### config.mk
export PLATFORM = sky130hd
export DESIGN_NAME = priority_code_decoder
export DESIGN_NICKNAME = d
export VERILOG_FILES = /design/src/rtl/priority_code_decoder.sv
export SDC_FILE = /design/constraint.sdc
export NUM_CORES = 1
export LEC_CHECK = 0
export ABC_AREA = 0
export CORE_ASPECT_RATIO = 0.9
export CORE_MARGIN = 4
export CORE_UTILIZATION = 45
export CTS_CLUSTER_DIAMETER = 80
export DETAILED_ROUTE_END_ITERATION = 10
export PLACE_DENSITY = 0.67
export SLEW_MARGIN = 15
export SYNTH_ARGS = -nofsm -noshare
export SYNTH_HDL_FRONTEND = slang
export SYNTH_SLANG_ARGS = --single-unit
export TNS_END_PERCENT = 30
### constraint.sdc
create_clock -name clk -period 2.8 [get_ports clk]
set_clock_uncertainty 0.15 [all_clocks]
set_input_delay 0.84 -clock clk [delete_from_list [all_inputs] [get_ports clk]]
set_output_delay 0.84 -clock clk [all_outputs]
set_load 0.01 [all_outputs]
### src/rtl/priority_code_decoder.sv
// priority_code_decoder
//
// Receiving end of the priority-encoder path. Accepts 3-bit priority codes
// over a valid/ready handshake and decodes each legal code into a 2-bit class
// index and a 4-bit one-hot line. Each decode is held for HOLD_CYCLES cycles
// so slow downstream logic can sample it. Illegal multi-hot codes raise a
// one-cycle err pulse. Saturating occurrence counters are kept per class and
// for errors.
//
// Parameters
//   HOLD_CYCLES  cycles dec_valid stays high per accepted legal code (>= 1)
//   CNT_W        width of each occurrence counter
//
// Ports
//   clk         in   1      rising-edge clock
//   reset       in   1      asynchronous active-high reset
//   code_valid  in   1      upstream code present
//   code        in   3      priority code (000, 001, 010, 100 legal)
//   code_ready  out  1      block can accept a code this cycle
//   cnt_clr     in   1      synchronous clear of all counters (wins over increment)
//   cnt_sel     in   2      class counter driven on cnt_out
//   dec_valid   out  1      decoded output valid
//   dec_idx     out  2      decoded class index (0 when not valid)
//   dec_onehot  out  4      1 << dec_idx when valid, else 0
//   err         out  1      one-cycle pulse after an accepted illegal code
//   cnt_out     out  CNT_W  selected class counter
//   err_cnt     out  CNT_W  illegal-code counter

module priority_code_decoder #(
  parameter int HOLD_CYCLES = 4,
  parameter int CNT_W       = 8
) (
  input  logic             clk,
  input  logic             reset,
  input  logic             code_valid,
  input  logic [2:0]       code,
  output logic             code_ready,
  input  logic             cnt_clr,
  input  logic [1:0]       cnt_sel,
  output logic             dec_valid,
  output logic [1:0]       dec_idx,
  output logic [3:0]       dec_onehot,
  output logic             err,
  output logic [CNT_W-1:0] cnt_out,
  output logic [CNT_W-1:0] err_cnt
);

  // Hold counter needs at least one bit even when HOLD_CYCLES is 1.
  localparam int HOLD_W = (HOLD_CYCLES > 1) ? $clog2(HOLD_CYCLES) : 1;
  localparam logic [HOLD_W-1:0] HOLD_LOAD = HOLD_W'(HOLD_CYCLES - 1);

  typedef enum logic {
    IDLE = 1'b0,
    HOLD = 1'b1
  } state_t;

  // Code classification helpers.
  function automatic logic is_legal(input logic [2:0] c);
    case (c)
      3'b000, 3'b001, 3'b010, 3'b100: return 1'b1;
      default:                        return 1'b0;
    endcase
  endfunction

  function automatic logic [1:0] code_to_idx(input logic [2:0] c);
    case (c)
      3'b001:  return 2'd1;
      3'b010:  return 2'd2;
      3'b100:  return 2'd3;
      default: return 2'd0;
    endcase
  endfunction

  // Saturating increment: stays at all-ones instead of wrapping.
  function automatic logic [CNT_W-1:0] sat_inc(input logic [CNT_W-1:0] v);
    return (&v) ? v : v + CNT_W'(1);
  endfunction

  state_t            state, state_nxt;
  logic [HOLD_W-1:0] hold_cnt, hold_nxt;

  logic              xfer_p0;
  logic              legal_p0;
  logic [1:0]        idx_p0;
  logic              legal_xfer_p0;
  logic              illegal_xfer_p0;

  logic [1:0]        idx_p1;
  logic              err_p1;
  logic [CNT_W-1:0]  cls_cnt [4];
  logic [CNT_W-1:0]  err_cnt_p1;

  // ---- stage p0: handshake and combinational decode of the incoming code ----
  assign code_ready      = (state == IDLE);
  assign xfer_p0         = code_valid && code_ready;
  assign legal_p0        = is_legal(code);
  assign idx_p0          = code_to_idx(code);
  assign legal_xfer_p0   = xfer_p0 && legal_p0;
  assign illegal_xfer_p0 = xfer_p0 && !legal_p0;

  always_ff @(posedge clk or posedge reset) begin
    if (reset) begin
      state    <= IDLE;
      hold_cnt <= '0;
    end else begin
      state    <= state_nxt;
      hold_cnt <= hold_nxt;
    end
  end

  always_comb begin
    state_nxt = state;
    hold_nxt  = hold_cnt;
    case (state)
      IDLE: begin
        if (legal_xfer_p0) begin
          state_nxt = HOLD;
          hold_nxt  = HOLD_LOAD;
        end
      end
      HOLD: begin
        if (hold_cnt == '0) begin
          state_nxt = IDLE;
        end else begin
          hold_nxt = hold_cnt - HOLD_W'(1);
        end
      end
      default: begin
        state_nxt = IDLE;
        hold_nxt  = '0;
      end
    endcase
  end

  // ---- stage p1: registered decode result, error pulse and counters ----
  always_ff @(posedge clk or posedge reset) begin
    if (reset) begin
      idx_p1 <= '0;
      err_p1 <= 1'b0;
    end else begin
      err_p1 <= illegal_xfer_p0;
      if (legal_xfer_p0) begin
        idx_p1 <= idx_p0;
      end else if (state == HOLD && hold_cnt == '0) begin
        idx_p1 <= '0;
      end
    end
  end

  always_ff @(posedge clk or posedge reset) begin
    if (reset) begin
      for (int i = 0; i < 4; i++) begin
        cls_cnt[i] <= '0;
      end
      err_cnt_p1 <= '0;
    end else if (cnt_clr) begin
      for (int i = 0; i < 4; i++) begin
        cls_cnt[i] <= '0;
      end
      err_cnt_p1 <= '0;
    end else begin
      if (legal_xfer_p0) begin
        cls_cnt[idx_p0] <= sat_inc(cls_cnt[idx_p0]);
      end
      if (illegal_xfer_p0) begin
        err_cnt_p1 <= sat_inc(err_cnt_p1);
      end
    end
  end

  // Outputs are gated by state so they read zero whenever no decode is held.
  assign dec_valid  = (state == HOLD);
  assign dec_idx    = dec_valid ? idx_p1 : 2'd0;
  assign dec_onehot = dec_valid ? (4'b0001 << idx_p1) : 4'b0000;
  assign err        = err_p1;
  assign cnt_out    = cls_cnt[cnt_sel];
  assign err_cnt    = err_cnt_p1;

endmodule

==> metrics.md, run 1 <==
| Metric | Value |
|---|---|
| Synth Flop Type | `dfrtp_1` |
| TritonCTS Sinks | `46` |
| Initial Utilization | `46.5%` |
| I/O pin cnt | `34` |
| Slew @ Worst Pin | `0.576 ns` |
| Final ANT Viol Nets | `0` |
| Final setup fails | `0` |
| Vias in the first global route | `2664` |
| Fmax | `0.364 GHz` |
| GPL Wtd Cong | `0.923` |
| Syn Inst Count | `269` |
| CTS tree | `done` |
| Max_cap viols | `0` |
| Synth Register Bits | `46` |
| Final max-slew violation count | `0` |
| Minimum clock period | `2.74 ns` |
| Clk root buf | `clkbuf_8` |
| Hold slack | `0.319 ns` |
| TritonCTS Buffers | `5` |
| Synth area leader | `dfrtp_1` |
| Via density per instance | `5.74` |
| Total congestion overflow | `0` |
| Port Buf Inserts | `33` |
| Syn nets | `281` |
| Critical path endpoint category | `output pin` |
| DP Wirelength | `6.19 mm` |
| Die ar. | `7690 um2` |
| Worst slew margin | `61.6%` |
| Maximum vdd drop | `0.228 mV` |
| Kind of critical path | `input port to output pin` |
| Post-route setup TNS | `0 ns` |
| CTS Hold Bufs | `0` |
| Core Box Area | `6150 um2` |
| Initial antenna violation count | `0` |
| Antenna diode count | `0` |
| Register area share after synthesis | `40.3%` |
| Die Span Y | `83.6 um` |
| Largest net degree at the start of global routing | `26` |
| Critical Path RT | `1.81 ns` |
| Longest Clk Path Bufs | `2` |
| First-pass GRT wire length | `13.8 mm` |
| Initial drt markers | `211` |
| Fin. Hold Viols | `0` |
| Layout area overhead | `37.5%` |
| Share of layout cells above drive strength 1 | `34.8%` |
| Post-synthesis cell type count | `58` |
| Fin nets | `373` |
| Most frequent cells in the layout | `buf_4, dfrtp_1, clkdlybuf4s50_1, nor2_1` |
| DRT Pass-1 Iters | `4` |
| Arrival time of the worst setup path | `1.75 ns` |
| Crit start category | `input port` |
| WL/cell | `18.4 um` |
| FP Rows | `27` |
| Vias post-DR | `2579` |
| Fin crit share | `98.0%` |
| EDFF count, synth | `0` |
| All-Layer GR Usage | `22.9%` |
| H-tree levels | `2` |
| Fill cell count | `505` |
| P_leak | `1.72 nW` |
| Critical Path Fanout Max | `8` |
| Dpl ws | `-0.798 ns` |
| Top cells by area, synth | `dfrtp_1, mux4_2, a22o_1` |
| Detailed Route WL | `8.27 mm` |
| Die W | `92 um` |
| Synthesized area | `2860 um2` |
| Ys async rst share | `100%` |
| Avg Inst Size Synth | `10.6 um2` |
| Clock latency at the later pin of the worst-skew pair | `0.30 ns` |
| Power Dens Cells | `461 nW/um2` |
| Worst Hold Class | `flop to flop` |
| DRC viols | `0` |
| Clk pin slew, worst setup/hold paths | `0.08 ns` |
| Synth top area share | `40.3%` |
| Synth Warn # | `0` |
| Slack of the critical path | `0.0555 ns` |
| Status | `completed` |
| Tot Pwr | `1.81 mW` |
| Commonest non-fill, non-tap cell in the layout | `buf_4` |
critical path, stage by stage:
cell    delay [ns]
buf_2         0.10
buf_12        0.14
mux4_2        0.52
buf_6         0.14
state kept, by name, summed over array words and instances (netlist names):
name,cells
hold_cnt,2
dec_valid,1
idx_p1,2
err_cnt,8
err,1
cls_cnt,32
final timing paths:
check / cells past startpoint / end / slack (ns) / start
max in group asynchronous: 3 / cls_cnt[2] / 1.28 / reset
max: 4 / cnt_out[6] / 0.06 / cnt_sel[0]
min: 1 / hold_cnt[0] / 0.32 / hold_cnt[0]
min in group asynchronous: 2 / cls_cnt[19] / 0.73 / reset
max reg2reg: 9 / cls_cnt[7] / 0.62 / cls_cnt[16]
min reg2reg: 1 / hold_cnt[0] / 0.32 / hold_cnt[0]
through the flow:
| step | util (%) | area, um2 | instances |
|---|---|---|---|
| final | 63.9 | 3930 | 449 |
| after global routing | 63.9 | 3930 | 449 |
| after global placement | 60.4 | 3710 | 433 |
| after floorplan | - | 2910 | 269 |
| after detailed placement | 60.4 | 3710 | 433 |
| after CTS | 63.2 | 3880 | 450 |
final cells by class:
type	count	area, um2	area share, %
multi-input combinational	194	1670	42.5
timing repair buffer	100	850	21.6
clock buffer	7	86.3	2.20
sequential	46	1150	29.3
inverter	14	57.6	1.46
tap	87	109	2.77
clock inverter	1	5.00	0.127
layer usage:
layer	GRT usage (%)	wire [um]	vias to the layer above
met1	32.6	3840	1278
met5	0	0	-
li1	-	-	1197
met4	8.10	195	0
met2	34.6	3730	86
met3	4.69	510	18
Yosys cell counts, types with 3 or more instances:
library cell	count
nor2b_1	9
o21ai_0	7
buf_6	6
buf_2	3
a21oi_1	6
nand3_1	10
nor3b_1	3
and3_1	5
a32o_1	3
nand2_1	17
o21ai_1	9
nand4_1	3
mux4_2	8
o21a_1	3
and2_1	5
or3_1	4
ha_1	3
a22o_1	17
nor4b_1	8
xor2_1	5
dfrtp_1	46
inv_1	14
mux2i_1	5
nor3_1	5
a31oi_1	5
clkbuf_1	4
nor2_1	18
kinds of logic after synthesis:
group | share of synthesized area (%)
buf+inv | 5.52
compound gates | 20.8
flops | 40.3
mux | 8.84
xor+xnor | 2.15
fa+ha+maj | 1.66
simple gates | 20.8
where the power goes:
| part | internal (mW) | switching [mW] | total, mW |
|---|---|---|---|
| Combinational | 0.313 | 0.304 | 0.617 |
| Sequential | 0.714 | 0.0532 | 0.767 |
| Clock | 0.200 | 0.228 | 0.427 |
repair_timing:
action / CTS / global route
setup buffers: 9 / 0
cloned: 0 / 0
setup endpoints to repair: 45 / 27
resized for setup: 63 / 12
pin swaps: 11 / 6
(Power assumes the default switching activity.)
==> run 2, diff against run 1 <==
Settings changed: CAP_MARGIN set to 20, CORE_UTILIZATION 45 to 51, PLACE_DENSITY 0.67 to 0.74.
==> run 2 against run 1 <==
Net effect: clock-buffer cell count decreased by 1; critical path type is now input port to flop; power increased by 3.6%; highest routed layer unchanged; the run now ends with negative setup slack left; first-iteration DRC count decreased by 0.95%; sequential power about the same; clock power increased by 16%; global-route usage increased by 2.0 points; combinational power about the same; core utilization increased by 8.6 points; design area decreased by 1.2%; die area decreased by 11%; critical endpoint is now cls_cnt[12]; critical path depth increased by 7; cell count decreased by 4.5%.
==> metrics.md, run 2 (synthesis gave the netlist of run 1 again) <==
| Metric | Value |
|---|---|
| Share of layout cells above drive strength 1 | `34.0%` |
| Hold slack | `0.328 ns` |
| Die ar. | `6870 um2` |
| Vias in the first global route | `2584` |
| GR Util met2 | `38.1%` |
| Worst Hold Class | `flop to flop` |
| Clk root buf | `clkbuf_8` |
| Post-layout util | `72.5%` |
| Fin. Hold Viols | `0` |
| Clk pin slew, worst setup/hold paths | `0.09 ns` |
| Cell family with most CP delay | `compound AO/OA/AOI/OAI gates` |
| Dpl ws | `-0.753 ns` |
| Placed cell area | `3660 um2` |
| Failing checks | `negative setup slack` |
| TritonCTS Sinks | `46` |
| Fmax | `0.352 GHz` |
| Slew @ Worst Pin | `0.507 ns` |
| GR Util met3 | `5.29%` |
| Crit-path cells | `buf_2 > nor3b_4 > buf_4 > a221oi_2 > buf_4 > buf_4 > o21a_1 > nor3b_2 > mux2i_1 > buf_4 > a22o_1` |
| Tot Pwr | `1.88 mW` |
| Minimum clock period | `2.84 ns` |
| TritonCTS Buffers | `5` |
| DRC viols | `0` |
| Largest stage delay, worst path | `0.40 ns` |
| H-tree levels | `2` |
| Power Dens Cells | `484 nW/um2` |
| Placed cells | `411` |
| FP Rows | `25` |
| Clock latency at the later pin of the worst-skew pair | `0.30 ns` |
| Die W | `86.9 um` |
| Worst path most repeated cell | `buf_4` |
| Vias post-DR | `2631` |
| FF/Latch Area | `1150 um2` |
| Slowest CP cell | `a221oi_2` |
| CTS tree | `done` |
| Fin cells | `429` |
| Via density per instance | `6.13` |
| Post-route setup TNS | `-0.107 ns` |
| P_leak | `1.70 nW` |
| Fin nets | `373` |
| Total congestion overflow | `0` |
| CTS Hold Bufs | `0` |
| Critical path endpoint category | `flop` |
| Slack of the critical path | `-0.0417 ns` |
| Core Box Area | `5350 um2` |
| Kind of critical path | `input port to flop` |
| Die Span Y | `79.0 um` |
| Maximum vdd drop | `0.339 mV` |
| Layout area overhead | `35.8%` |
| Arrival time of the worst setup path | `2.88 ns` |
| Most flops, register | `cls_cnt` |
| Worst slew margin | `65.7%` |
| Port Buf Inserts | `33` |
| Status | `finished, violations left` |
| All-Layer GR Usage | `24.9%` |
| Routing usage on met1 | `34.9%` |
| Final max-slew violation count | `0` |
| GR peak layer | `met2` |
| Fill cell count | `375` |
| Detailed Route WL | `8.27 mm` |
| Critical Path RT | `2.84 ns` |
| DRT Pass-1 Iters | `5` |
| Final setup fails | `3` |
| I/O pin cnt | `34` |
| Max reg flops | `32` |
| First-pass GRT wire length | `13.2 mm` |
| DP Wirelength | `5.89 mm` |
| Initial antenna violation count | `0` |
| Critical Path Fanout Max | `4` |
| Initial drt markers | `209` |
| Initial Utilization | `53.4%` |
| CP bufs+invs | `5` |
| Post-route cell area | `3880 um2` |
| Multi-input logic area | `1640 um2` |
| Fin crit share | `101%` |
| Largest net degree at the start of global routing | `25` |
| Max_cap viols | `0` |
| Final ANT Viol Nets | `0` |
| Antenna diode count | `0` |
| Crit start category | `input port` |
| WL/cell | `19.3 um` |
| Commonest non-fill, non-tap cell in the layout | `buf_4` |
| R2r setup slk | `0.52 ns` |
| Longest Clk Path Bufs | `2` |
| GPL Wtd Cong | `0.965` |
| Most frequent cells in the layout | `buf_4, dfrtp_1, clkdlybuf4s50_1` |
==> run 2: changes by cell type in the layout (fill, tap and decap cells not counted), sizes merged <==
cell and delta:
buf +1, clkbuf -2, clkinvlp +1, clkinv -1, bufinv +1
==> run 2: worst reg2reg max path, stage by stage (launching register included) <==
cell	delay (ns)
dfrtp_1	0.38
inv_1	0.06
a221oi_2	0.39
buf_4	0.18
buf_4	0.09
o21a_1	0.18
nor3b_2	0.25
mux2i_1	0.11
buf_4	0.16
a22o_1	0.21
==> run 2: final timing paths <==
kind | from | end | cells past startpoint
worst max-delay path | code[1] | cls_cnt[12] | 11
worst min-delay path | hold_cnt[0] | hold_cnt[0] | 1
worst max register to register | cls_cnt[11] | cls_cnt[12] | 9
worst min register to register | hold_cnt[0] | hold_cnt[0] | 1
max in group asynchronous | reset | cls_cnt[18] | 3
min in group asynchronous | reset | cls_cnt[14] | 2
==> run 2: report_power, final <==
part | internal [mW] | leakage, nW | switching [mW]
combinational | 0.314 | 1.02 | 0.303
clock | 0.266 | 0.0514 | 0.227
sequential | 0.714 | 0.630 | 0.0526
==> run 2: layout make-up <==
class                           count  area share (%)
Clock inverter                      2           0.967
Sequential cell                    46            29.7
Tap cell                           67            2.16
Clock buffer                        6            1.87
Inverter                           14            1.42
Timing Repair Buffer              100            21.5
Multi-Input combinational cell    194            42.4
==> run 2: per-layer routing <==
metal / routed length [um] / part of all wire [%] / vias to the layer above
met3: 708 / 8.6 / 23
met2: 3890 / 47 / 134
met5: 0 / 0 / -
li1: - / - / 1202
met4: 184 / 2.2 / 0
met1: 3480 / 42 / 1272
==> run 2: what timing repair did <==
item / 4_1_cts / 5_1_grt
setup buffers: 4 / 6
endpoints found under the setup margin: 42 / 20
pin swaps: 8 / 7
gates resized for setup: 57 / 16
==> run 3, diff against run 2 <==
Settings changed: REMOVE_ABC_BUFFERS set to 1.
==> run 3 against run 2 <==
Net effect: the flow still finishes with violations (negative setup slack); combinational power grew 2%; non-clock buffer count fell by 2; clock power down 14%; core utilization rose by 0.35 points; via count increased by 0.49%; sequential power barely moved; register-to-register slack improved by 0.03 ns.
==> metrics.md, run 3 (synthesis gave the netlist of run 1 again) <==
| Metric | Value |
|---|---|
| TritonCTS Sinks | `46` |
| Die ar. | `6870 um2` |
| H-tree levels | `2` |
| Critical Path RT | `2.91 ns` |
| GR Util met3 | `5.71%` |
| DRC viols | `0` |
| Slowest CP cell | `o41ai_1` |
| Worst Hold Class | `flop to flop` |
| Minimum clock period | `2.82 ns` |
| Sequential group share of total power | `42.2%` |
| Antenna diode count | `0` |
| Worst path most repeated cell | `buf_4` |
| WL/cell | `20.0 um` |
| Die W | `86.9 um` |
| Most flops, register | `cls_cnt` |
| Slew @ Worst Pin | `0.703 ns` |
| Crit start category | `input port` |
| Kind of critical path | `input port to flop` |
| Commonest non-fill, non-tap cell in the layout | `buf_4` |
| P_leak | `1.69 nW` |
| Core Box Area | `5350 um2` |
| Clk root buf | `clkbuf_8` |
| Share of layout cells above drive strength 1 | `33.9%` |
| Via density per instance | `6.19` |
| Tot Pwr | `1.82 mW` |
| Int Pwr | `1.21 mW` |
| Final ANT Viol Nets | `0` |
| Longest Clk Path Bufs | `2` |
| Net Sw Frac | `33.4%` |
| Vias in the first global route | `2565` |
| Largest net degree at the start of global routing | `29` |
| Crit-path cells | `buf_4 > buf_6 > buf_12 > nor2b_1 > a221oi_4 > o2111ai_4 > buf_4 > o41ai_1 > mux2_2 > a22o_1` |
| Post-layout util | `72.9%` |
| Final max-slew violation count | `0` |
| Post-route setup TNS | `-0.0408 ns` |
| Logic pwr share | `34.5%` |
| Fin cells | `427` |
| Critical Path Fanout Max | `13` |
| GR peak layer | `met2` |
| Clock Power Share | `23.3%` |
| Max reg flops | `32` |
| Critical path endpoint category | `flop` |
| Max_cap viols | `0` |
| CTS tree | `done` |
| Fin crit share | `101%` |
| Status | `finished, violations left` |
| Clk pin slew, worst setup/hold paths | `0.09 ns` |
| Vias post-DR | `2644` |
| Cell family with most CP delay | `compound AO/OA/AOI/OAI gates` |
| Arrival time of the worst setup path | `2.93 ns` |
| Largest stage delay, worst path | `0.39 ns` |
| CTS Hold Bufs | `0` |
| TritonCTS Buffers | `5` |
| Port Buf Inserts | `33` |
| Initial drt markers | `224` |
| Fin nets | `371` |
| Maximum vdd drop | `0.407 mV` |
| Slack of the critical path | `-0.0200 ns` |
| Fmax | `0.355 GHz` |
| Failing checks | `negative setup slack` |
| Routing usage on met1 | `36.3%` |
| Clock latency at the later pin of the worst-skew pair | `0.31 ns` |
| DP Wirelength | `5.69 mm` |
| Final setup fails | `4` |
| FP Rows | `25` |
| Most frequent cells in the layout | `buf_4, dfrtp_1, clkdlybuf4s50_1, nor2_1` |
| Fin. Hold Viols | `0` |
| Initial Utilization | `53.4%` |
| All-Layer GR Usage | `25.3%` |
| Switch Pwr | `0.607 mW` |
| Placed cells | `408` |
| Total congestion overflow | `0` |
| Initial antenna violation count | `0` |
| Die Span Y | `79.0 um` |
| Post-route cell area | `3900 um2` |
| DRT Pass-1 Iters | `4` |
| CP bufs+invs | `4` |
| GPL Wtd Cong | `0.944` |
| Worst slew margin | `52.8%` |
| Power Dens Cells | `467 nW/um2` |
| Detailed Route WL | `8.56 mm` |
| Placed cell area | `3620 um2` |
| GR Util met2 | `36.9%` |
| Layout area overhead | `36.4%` |
| First-pass GRT wire length | `13.3 mm` |
| I/O pin cnt | `34` |
## run 3: power by group through the flow
stage / clock network, mW / logic [mW] / registers, mW
floorplan: 0 / 0.280 / 0.771
global placement: 0 / 0.562 / 0.777
detailed placement: 0 / 0.573 / 0.780
CTS: 0.430 / 0.606 / 0.767
global route: 0.457 / 0.674 / 0.779
finish: 0.423 / 0.628 / 0.767
## run 3: layout make-up
| cell class | instances | area (um2) |
|---|---|---|
| multi-input combinational | 194 | 1660 |
| fill | 369 | 1450 |
| sequential | 46 | 1150 |
| timing repair buffer | 98 | 858 |
| tap | 67 | 83.8 |
| clock buffer | 5 | 68.8 |
| inverter | 14 | 55.1 |
| clock inverter | 3 | 21.3 |
## run 3: metal layers
layer  up-vias  share of wire, %
met5         -                 0
met4         0               3.1
met3        30               8.6
met2       117                46
met1      1299                43
li1       1198                 -
## run 3: timing repair
| item | in CTS | in global routing |
|---|---|---|
| endpoints found under the setup margin | 43 | 27 |
| buffers inserted | 7 | 5 |
| gates resized for setup | 71 | 15 |
| pin swaps | 8 | 11 |
## run 3: final timing paths
| check | start | end | slack [ns] | cells after the start |
|---|---|---|---|---|
| worst min register to register | hold_cnt[0] | hold_cnt[0] | 0.33 | 1 |
| worst max register to register | cls_cnt[13] | cls_cnt[27] | 0.55 | 7 |
| worst max-delay path | code[2] | cls_cnt[27] | -0.02 | 10 |
| worst min-delay path | hold_cnt[0] | hold_cnt[0] | 0.33 | 1 |
| max in group asynchronous | reset | cls_cnt[19] | 1.26 | 3 |
| min in group asynchronous | reset | err_cnt[6] | 0.71 | 2 |
## run 3: stage by stage
stage / setup WS [ns] / hold WS (ns)
floorplan: -0.365 / 0.290
detailed placement: -0.848 / 0.322
finish: -0.0200 / 0.331
global route: -0.0807 / 0.373
CTS: 0.00740 / 0.337
global placement: -0.804 / 0.308
